<file path="src/rtl/wb_rr_arbiter.sv">
// Round-robin Wishbone arbiter: NM pipelined masters share one slave port.
// The owner keeps the bus until it drops cyc; an optional timeout aborts a hung cycle.
module wb_rr_arbiter #(
   parameter int NM  = 4,
   parameter int AW  = 19,
   parameter int DW  = 32,
   parameter int TMO = 0
) (
   input  logic                 i_clk,
   input  logic                 i_rst_n,
   input  logic [NM-1:0]        i_cyc,
   input  logic [NM-1:0]        i_stb,
   input  logic [NM-1:0]        i_we,
   input  logic [NM*AW-1:0]     i_adr,
   input  logic [NM*DW-1:0]     i_dat,
   input  logic [NM*DW/8-1:0]   i_sel,
   output logic [NM-1:0]        o_ack,
   output logic [NM-1:0]        o_stall,
   output logic [NM-1:0]        o_err,
   output logic [NM-1:0]        o_grant,
   output logic                 o_cyc,
   output logic                 o_stb,
   output logic                 o_we,
   output logic [AW-1:0]        o_adr,
   output logic [DW-1:0]        o_dat,
   output logic [DW/8-1:0]      o_sel,
   input  logic                 i_ack,
   input  logic                 i_stall,
   input  logic                 i_err,
   output logic [1:0]           o_state
);

   localparam int IW = (NM > 1) ? $clog2(NM) : 1;
   localparam int SW = DW / 8;

   // Master side handshake: a beat transfers when o_cyc & o_stb & !o_stall[k];
   // acks/errs are returned only to the current owner while o_cyc is high.
   typedef enum logic [1:0] {
      S_IDLE  = 2'd0,
      S_OWN   = 2'd1,
      S_ABORT = 2'd2
   } state_t;

   state_t        state, state_nx;
   logic [IW-1:0] r_owner, r_last, win;
   logic          own_cyc, any_req, enter_own, tmo_hit;

   assign own_cyc = i_cyc[r_owner];
   assign any_req = |i_cyc;
   assign o_state = state;

   // Highest offset is visited first so the nearest requester after r_last wins.
   always_comb begin
      int idx;
      win = r_last;
      idx = 0;
      for (int i = NM; i >= 1; i--) begin
         idx = (int'(r_last) + i) % NM;
         if (i_cyc[idx[IW-1:0]]) win = idx[IW-1:0];
      end
   end

   always_ff @(posedge i_clk or negedge i_rst_n) begin
      if (!i_rst_n) begin
         state   <= S_IDLE;
         r_owner <= '0;
         r_last  <= IW'(NM - 1);
      end else begin
         state <= state_nx;
         if (enter_own) begin
            r_owner <= win;
            r_last  <= win;
         end
      end
   end

   always_comb begin
      state_nx  = state;
      enter_own = 1'b0;
      o_cyc     = 1'b0;
      o_stb     = 1'b0;
      o_ack     = '0;
      o_err     = '0;
      o_stall   = '1;
      o_grant   = '0;
      case (state)
         S_IDLE: begin
            if (any_req) begin
               state_nx  = S_OWN;
               enter_own = 1'b1;
            end
         end
         S_OWN: begin
            o_grant[r_owner] = 1'b1;
            o_stall[r_owner] = i_stall;
            if (!own_cyc) begin
               if (any_req) enter_own = 1'b1;
               else         state_nx  = S_IDLE;
            end else if (tmo_hit && !i_ack && !i_err) begin
               o_err[r_owner] = 1'b1;
               state_nx       = S_ABORT;
            end else begin
               o_cyc          = 1'b1;
               o_stb          = i_stb[r_owner];
               o_ack[r_owner] = i_ack;
               o_err[r_owner] = i_err;
            end
         end
         S_ABORT: begin
            o_grant[r_owner] = 1'b1;
            if (!own_cyc) state_nx = S_IDLE;
         end
         default: state_nx = S_IDLE;
      endcase
   end

   assign o_we  = i_we[r_owner];
   assign o_adr = i_adr[int'(r_owner)*AW +: AW];
   assign o_dat = i_dat[int'(r_owner)*DW +: DW];
   assign o_sel = i_sel[int'(r_owner)*SW +: SW];

   generate
      if (TMO > 0) begin : g_tmo
         localparam int TW = $clog2(TMO + 1);
         logic [TW-1:0] r_tmo;

         // Counts owned bus clocks since the last ack/err; saturates at TMO-1 because o_cyc drops there.
         always_ff @(posedge i_clk or negedge i_rst_n) begin
            if (!i_rst_n)                          r_tmo <= '0;
            else if (enter_own || i_ack || i_err)  r_tmo <= '0;
            else if (state == S_OWN && o_cyc)      r_tmo <= r_tmo + 1'b1;
         end

         assign tmo_hit = (r_tmo == TW'(TMO - 1));
      end else begin : g_no_tmo
         assign tmo_hit = 1'b0;
      end
   endgenerate

endmodule

</file>
<file path="config.mk">
export PLATFORM = sky130hd
export DESIGN_NAME = wb_rr_arbiter
export DESIGN_NICKNAME = d
export VERILOG_FILES = /design/src/rtl/wb_rr_arbiter.sv
export SDC_FILE = /design/constraint.sdc
export NUM_CORES = 1
export LEC_CHECK = 0
export CAP_MARGIN = 10
export CORE_AREA = 2 2 121 123
export DETAILED_ROUTE_END_ITERATION = 7
export DIE_AREA = 0 0 123 125
export GPL_ROUTABILITY_DRIVEN = 0
export SETUP_SLACK_MARGIN = 0.1
export SLEW_MARGIN = 20
export SYNTH_ARGS = -nofsm -noshare
export SYNTH_HDL_FRONTEND = slang
export SYNTH_SLANG_ARGS = --single-unit
</file>
<file path="constraint.sdc">
create_clock -name i_clk -period 2.1 [get_ports i_clk]
set_clock_uncertainty 0.15 [all_clocks]
set_input_delay 0.42 -clock i_clk [delete_from_list [all_inputs] [get_ports i_clk]]
set_output_delay 0.42 -clock i_clk [all_outputs]
set_load 0.02 [all_outputs]
</file>
Word-level counts from Yosys, hierarchy flattened
Cells that the tools add are included.
- $lt $le $gt $ge: 6
- bitwise operators: 4
- multipliers: 1
- add/subtract/negate cells: 4
- muxes and demuxes: 38
- shift-type cells: 3
- equality and inequality tests: 6
- reduce and logical (&&, ||, !) cells: 5
- operator list (cell ; count):
    $shiftx 128x8->32 ; 1
    $shiftx 76x8->19 ; 1
    $mux 4 ; 6
    $mux 2 ; 8
    $shiftx 16x5->4 ; 1
    $lt 2x3->1 const B ; 5
    $bmux 1 s2 ; 7
    $mux 1 ; 14
    $and 4x4->4 ; 2
    $ne 2x2->1 const B ; 4
    $mul 2x5->7 const B ; 1
    $pmux 2 s3 ; 1
    $add 2x1->2 const B ; 2
    $add 2x2->2 const B ; 2
    $not 4->4 ; 1
    $or 4x4->4 ; 1
    $reduce_and 4->1 ; 1
    $reduce_or 4->1 ; 1
    $demux 1 s2 ; 1
    $eq 2x1->1 const B ; 1
    $eq 2x2->1 const B ; 1
    $ge 2x1->1 const B ; 1
    $logic_not 2->1 ; 1
    $pmux 1 s2 ; 1
    2 further kinds ; 2
- flip-flop bits (word level): 6
- word-level logic and storage cells: 70

Longest topological paths before layout
Gate-level depths: netlist of run 1.
- word-level depth: 7
- depth in mapped cells: 6

Worst setup path before layout of run 1
OpenSTA, ideal clock, no wires.
- path type: flip-flop to output port
- start point: reg r_owner[0]
- end point: out o_ack[1]
- required time: 1.530 ns
- slack: -0.014 ns
- cell stages (with the launch flop): 7
- arrival time: 1.544 ns
- cell sequence: dfrtp_1 > buf_2 > buf_6 > inv_1 > mux2i_1 > nand2_1 > nor3_1
- cells in the longest elaborated chain, start to end: 7
- elaborated cells between the ends (all ways): 10
- classes of those cells: order compare: 2; mux: 6; bitwise: 1; reduce/logical: 1
- RTL lines (element ; line ; text):
    from (decl) ; 45 ; logic [IW-1:0] r_owner, r_last, win;
    from (signal assigned) ; 71 ; r_owner <= win;
    $lt 2x3->1 (not written as such) or $ge 2x1->1 (tied branches) ; 105 ; o_ack[r_owner] = i_ack;
    $logic_and 1x1->1 (not written as such) ; 105 ;
    $mux 1 (not written as such) ; 105 ;
    $demux 1 s2 ; 105 ;
    $and 4x4->4 (no source line) ; - ;
    $mux 4 (*) ; 96 ; if (!own_cyc) begin
    $mux 4 (*) ; 86 ; case (state)
    to (decl) ; 17 ; output logic [NM-1:0] o_ack,
Every way passes the cells marked *; elsewhere a longest branch is shown, timed or not. The select of a mux whose other input is x is not followed.

Worst setup path in the final report of run 1
- start point: reg r_owner[0]
- end point: out o_dat[5]
- cells in the longest elaborated chain, start to end: 1
- RTL lines (element ; line ; text):
    $shiftx 128x8->32 ; 119 ; assign o_dat = i_dat[int'(r_owner)*DW +: DW];
    to (decl) ; 25 ; output logic [DW-1:0] o_dat,
Every way passes these cells.

==> results of run 1 <==
-- stage by stage --
| stage | instance area (um2) | setup WS (ns) | total power (uW) |
|---|---|---|---|
| floorplan | 1810 | 0.0236 | 3150 |
| global placement | 5330 | -0.678 | 5650 |
| detailed placement | 5330 | -0.678 | 5670 |
| global route | 5720 | -0.233 | 7110 |
| CTS | 5360 | -0.224 | 6020 |
| finish | 5720 | -0.186 | 6770 |
-- path summary, 6_finish.rpt --
| kind | end | slack (ns) | cells after the start |
|---|---|---|---|
| setup / recovery | o_dat[5] | -0.19 | 4 |
| hold / removal | r_owner[1] | 0.27 | 1 |
| setup reg to reg | r_owner[0] | 0.35 | 6 |
| hold reg to reg | r_last[0] | 0.39 | 2 |
| max in group asynchronous | r_last[0] | 1.27 | 1 |
| min in group i_clk | r_last[0] | 0.39 | 2 |
-- per-layer routing --
metal	part of all wire, %	wire length, um	up-vias	track usage [%]
met3	7.6	982	16	2.60
met4	1.2	150	0	1.80
met1	40	5210	1343	19.6
met5	0	0	-	0
met2	51	6590	128	28.1
li1	-	-	1234	-
-- cell families (layout without fill, tap and decap cells) --
| kind of cell | count (synthesis) | in the layout | share of synthesized area, % |
|---|---|---|---|
| muxes | 61 | 61 | 73.7 |
| and+or+nand+nor | 26 | 26 | 7.31 |
| buffers and inverters | 22 | 356 | 6.13 |
| AOI/OAI and AO/OA | 12 | 12 | 5.57 |
| DFF | 5 | 5 | 7.10 |
| other | 1 | 1 | 0.209 |
-- layout by cell type, fill, tap and decap left out, drive strengths merged, types with 2 or more instances in the layout --
| cell | instances |
|---|---|
| clkdlybuf4s50 | 232 |
| nand3 | 2 |
| nor2 | 7 |
| dlygate4sd2 | 4 |
| mux4 | 57 |
| or3 | 2 |
| nor3 | 5 |
| clkdlybuf4s15 | 5 |
| a21o | 2 |
| dfstp | 2 |
| inv | 5 |
| nand2 | 4 |
| a21boi | 2 |
| clkbuf | 7 |
| mux2i | 4 |
| nand2b | 2 |
| dfrtp | 3 |
| or2 | 2 |
| buf | 102 |
-- critical path: stages (launching register included) --
cell and delay [ns]:
dfrtp_4 0.48, buf_12 0.16, buf_16 0.14, mux4_2 0.54
buf_6 0.16
-- state kept, by name, indices dropped and copies added, names as in the netlist --
register / flops
r_owner: 2
o_state: 1
r_last: 2
-- repair_timing --
| action | in CTS | in global routing |
|---|---|---|
| endpoints found under the setup margin | 74 | 75 |
| gates cloned | 3 | 3 |
| gates resized for setup | 351 | 100 |
| pin swaps | 5 | 2 |
| setup buffers | 5 | 0 |
-- final cells by class --
type | count | area [um2]
inverter | 5 | 18.8
tap | 184 | 230
sequential | 5 | 133
timing repair buffer | 347 | 3640
multi-input combinational | 100 | 1620
fill | 1354 | 8480
clock buffer | 4 | 78.8
-- power breakdown --
group	leakage, uW	total (uW)	internal [uW]	switching, uW
registers	0.0000516	238	164	73.9
clock network	0.0000382	308	251	56.8
logic	0.00214	6230	3560	2670
total	0.00223	6770	3980	2800
==> results.toml, run 1 <==
[die]
die_h_um = 125
fp.coreArea_um2 = 14200
fp.dieW_um = 123
initial_core_util_pct = 12.6
core.rowCount = 44
die-area_um2 = 15400
io_pins = 313

[clocking]
cts.hold.buffers_added = 0
h-tree-depth = 1
clk_pin_slew_ns = 0.03
cts_tree = "built"
cts.sinks = 5
clockBufferDepth = 2
cts_made_buffers = 3
clockRootBuffer = "clkbuf_16"
clkLatencyLatePin_ns = 0.22

[synthesis]
synth_top_cells_by_area = "mux4_2 71%, dfrtp_1 4.2%, dfstp_2 2.9%"
syn_nets = 364
yosys_register_bits = 5
yosysMostFrequentCell = "mux4_2"
seq_area_frac_synth_pct = 7.10
synth_top_area_share_pct = 71.4
yosys-top-cells-count = "57 x mux4_2, 10 x buf_2, 7 x nor2_1"
synth_ff_type = "dfrtp_1"
synth_top_area_cell = "mux4_2"
async_flop_share_pct = 100
synth_edf_count = 0
syn_area_um2 = 1800
netlist_instances = 127
yosys_warnings = 0
ys_types = 29
postSynthAreaPerCell_um2 = 14.1

[routing]
drt-initial-drc-count = 74
vias = 2721
postRouteAntennaNets = 0
vias_per_cell = 4.22
dr.pass1.iters = 5
route.detailed.wl_per_inst_um = 20.1
routed_wl_um = 12900
drc = 0

[global_routing]
grt_start_max_net_pins = 32
overflow = 0
grt_pass1_wl_um = 18300
track_usage_pct = 15.5
grt_pass1_vias = 2982
antenna_found_initial = 0

[timing]
fin_ws_ns = -0.186
timing.hold.ws_ns = 0.272
setup_tns_ns = -8.00
finalSetupViolations = 63
hold_viol = 0
fmax_ghz = 0.438
final_max_slew_viol_count = 0
fin_crit_sh_pct = 109
period_minus_slack_ns = 2.29
rsz0062_at_grt = "true"

[layout]
drive_gt1_share_pct = 42.7
final_cells = 645
final_nets = 699
fin_util_pct = 40.3
antennaDiodeCount = 0
syn_to_final_growth_pct = 219

[placed_design]
io_buffers = 311
placed_cells = 631
dp_hpwl_um = 10700

[worst_setup_path]
worstPathArrival_ns = 1.72
worstSetupPathType = "reg -> out"
reg2reg_from = "r_owner[1]"
cp_max_fo = 7
cp.required_ns = 1.53
start_kind = "register"
crit_start = "r_owner[0]"
end_kind = "primary output"

[worst_hold_path]
hp-class = "in -> async"

[pwr]
cellLeakagePower_uw = 0.00223
ir_drop_v = 0.000563
power_density_nw_per_um2 = 1180

[run_status]
run_status = "complete, but fails checks"
violations = "setup timing"

[run]
drv_cap = 0
(Power assumes the default switching activity.)
==> run 2, diff against run 1 <==
--- a/config.mk
+++ b/config.mk
@@ -9,6 +9,7 @@
 export CORE_AREA = 2 2 121 123
 export DETAILED_ROUTE_END_ITERATION = 7
 export DIE_AREA = 0 0 123 125
+export DONT_BUFFER_PORTS = 1
 export GPL_ROUTABILITY_DRIVEN = 0
 export SETUP_SLACK_MARGIN = 0.1
 export SLEW_MARGIN = 20
==> run 2 against run 1 <==
  * The run still ends with setup timing left
  * Critical path depth fell by 1
  * Register-to-register slack got worse by 0.12 ns
  * Sequential power is 9.7% higher
  * Clock power about the same
  * Wire length decreased by 20%
  * Worst setup slack gained 0.12 ns
  * Flip-flop and latch count is the same
  * Sequential share of layout area grew 3.0 points
  * Count of clock-buffer cells in the layout is the same
  * Worst hold slack got worse by 0.090 ns
  * Largest power group unchanged
==> results.toml, run 2 (same netlist as run 1, synthesis figures left out) <==
[run_status]
run_status = "complete, but fails checks"
violations = "setup timing"

[worst_setup_path]
cp_max_fo = 6
worstSetupPathType = "reg -> out"
end_kind = "primary output"
start_kind = "register"
cp.required_ns = 1.53
worstPathArrival_ns = 1.60

[die]
die_h_um = 125
core.rowCount = 44
initial_core_util_pct = 12.6
fp.dieW_um = 123
io_pins = 313
die-area_um2 = 15400
fp.coreArea_um2 = 14200

[clocking]
clockRootBuffer = "clkbuf_16"
cts_tree = "built"
clockBufferDepth = 2
cts_made_buffers = 3
cts.sinks = 5
clkLatencyLatePin_ns = 0.22
h-tree-depth = 1
clk_pin_slew_ns = 0.03

[worst_hold_path]
hp-class = "in -> reg"

[timing]
fin_crit_sh_pct = 103
period_minus_slack_ns = 2.17
fin_ws_ns = -0.0675
hold_viol = 0
final_max_slew_viol_count = 0
timing.hold.ws_ns = 0.183
rsz0062_at_grt = "true"
fmax_ghz = 0.461
finalSetupViolations = 58

[global_routing]
track_usage_pct = 12.2
grt_start_max_net_pins = 25
grt_pass1_wl_um = 13600
antenna_found_initial = 10
grt_pass1_vias = 1816
overflow = 0

[routing]
routed_wl_um = 10400
postRouteAntennaNets = 0
drc = 0
vias_per_cell = 4.92
dr.pass1.iters = 4
vias = 1674
route.detailed.wl_per_inst_um = 30.5
drt-initial-drc-count = 110

[pwr]
power_density_nw_per_um2 = 1810
cellLeakagePower_uw = 0.000815
ir_drop_v = 0.000536
power.total_uw = 4500

[layout]
syn_to_final_growth_pct = 38.2
final_common_cell = "mux4_2"
drive_gt1_share_pct = 83.8
layout.cells.most_common_list = "57 x mux4_2, 23 x buf_4, 7 x nor2_1, 4 x nor3_2, 4 x buf_6"
fin_util_pct = 17.5
final_nets = 386

[placed_design]
dp_hpwl_um = 8890
io_buffers = 0

[run]
drv_cap = 0
==> run 2: changes by cell type in the layout (fill, tap and decap cells not counted), moves of 3 or more <==
| cell | before | now |
|---|---|---|
| clkdlybuf4s15_2 | 5 | 0 |
| diode_2 | 0 | 8 |
| buf_6 | 62 | 4 |
| buf_16 | 5 | 0 |
| buf_2 | 4 | 0 |
| buf_4 | 27 | 23 |
| dlygate4sd2_1 | 4 | 0 |
| clkdlybuf4s50_1 | 232 | 0 |
| clkbuf_16 | 6 | 3 |
==> run 2: critical path, stage by stage (launching register included) <==
cell	delay (ns)
dfrtp_4	0.48
buf_6	0.16
buf_8	0.13
mux4_2	0.59
==> run 2: layer usage <==
layer / vias to the layer above / wire length (um) / global-route usage, %
li1: 614 / - / -
met1: 902 / 3860 / 14.4
met2: 142 / 5270 / 20.4
met3: 12 / 1120 / 4.84
met4: 4 / 89 / 2.47
met5: - / 26 / 4.28
==> run 2: cell type report <==
cell class / instances / area (um2)
Antenna cell: 8 / 20.0
Clock buffer: 4 / 78.8
Fill cell: 1557 / 11700
Inverter: 5 / 21.3
Multi-Input combinational cell: 100 / 1650
Sequential cell: 5 / 133
Tap cell: 184 / 230
Timing Repair Buffer: 34 / 350
==> run 2: path summary, 6_finish.rpt <==
kind	startpoint	end	slack, ns	cells past startpoint
min in group asynchronous	i_rst_n	o_state[0]	0.36	1
min	i_cyc[3]	o_state[0]	0.18	1
min reg2reg	r_last[0]	r_last[0]	0.39	2
max	r_owner[0]	o_adr[5]	-0.07	3
max in group asynchronous	i_rst_n	r_last[1]	1.17	1
max reg2reg	r_owner[1]	r_owner[0]	0.23	5
==> run 2: metrics by stage <==
| stage | TNS, ns | cell area (um2) | setup slack (ns) | instances |
|---|---|---|---|---|
| detailed placement | 0 | 2200 | 0.0718 | 322 |
| finish | -1.54 | 2480 | -0.0675 | 340 |
| global placement | 0 | 2200 | 0.121 | 322 |
| CTS | -2.43 | 2400 | -0.0753 | 330 |
| floorplan | 0 | 1810 | 0.0236 | 127 |
| global route | -5.30 | 2480 | -0.117 | 339 |
==> run 2: what timing repair did <==
action                                  CTS  global route
setup buffers                             2             2
endpoints found under the setup margin   68            74
pin swaps                                 1             0
hold endpoints to repair                  5             0
cloned                                    1             0
hold buffers                              1             0
resized for setup                        20            13
==> run 2: power breakdown <==
group / internal (uW) / switching [uW]
clock: 251 / 59.9
sequential: 164 / 97.0
combinational: 1740 / 2180
total: 2160 / 2340
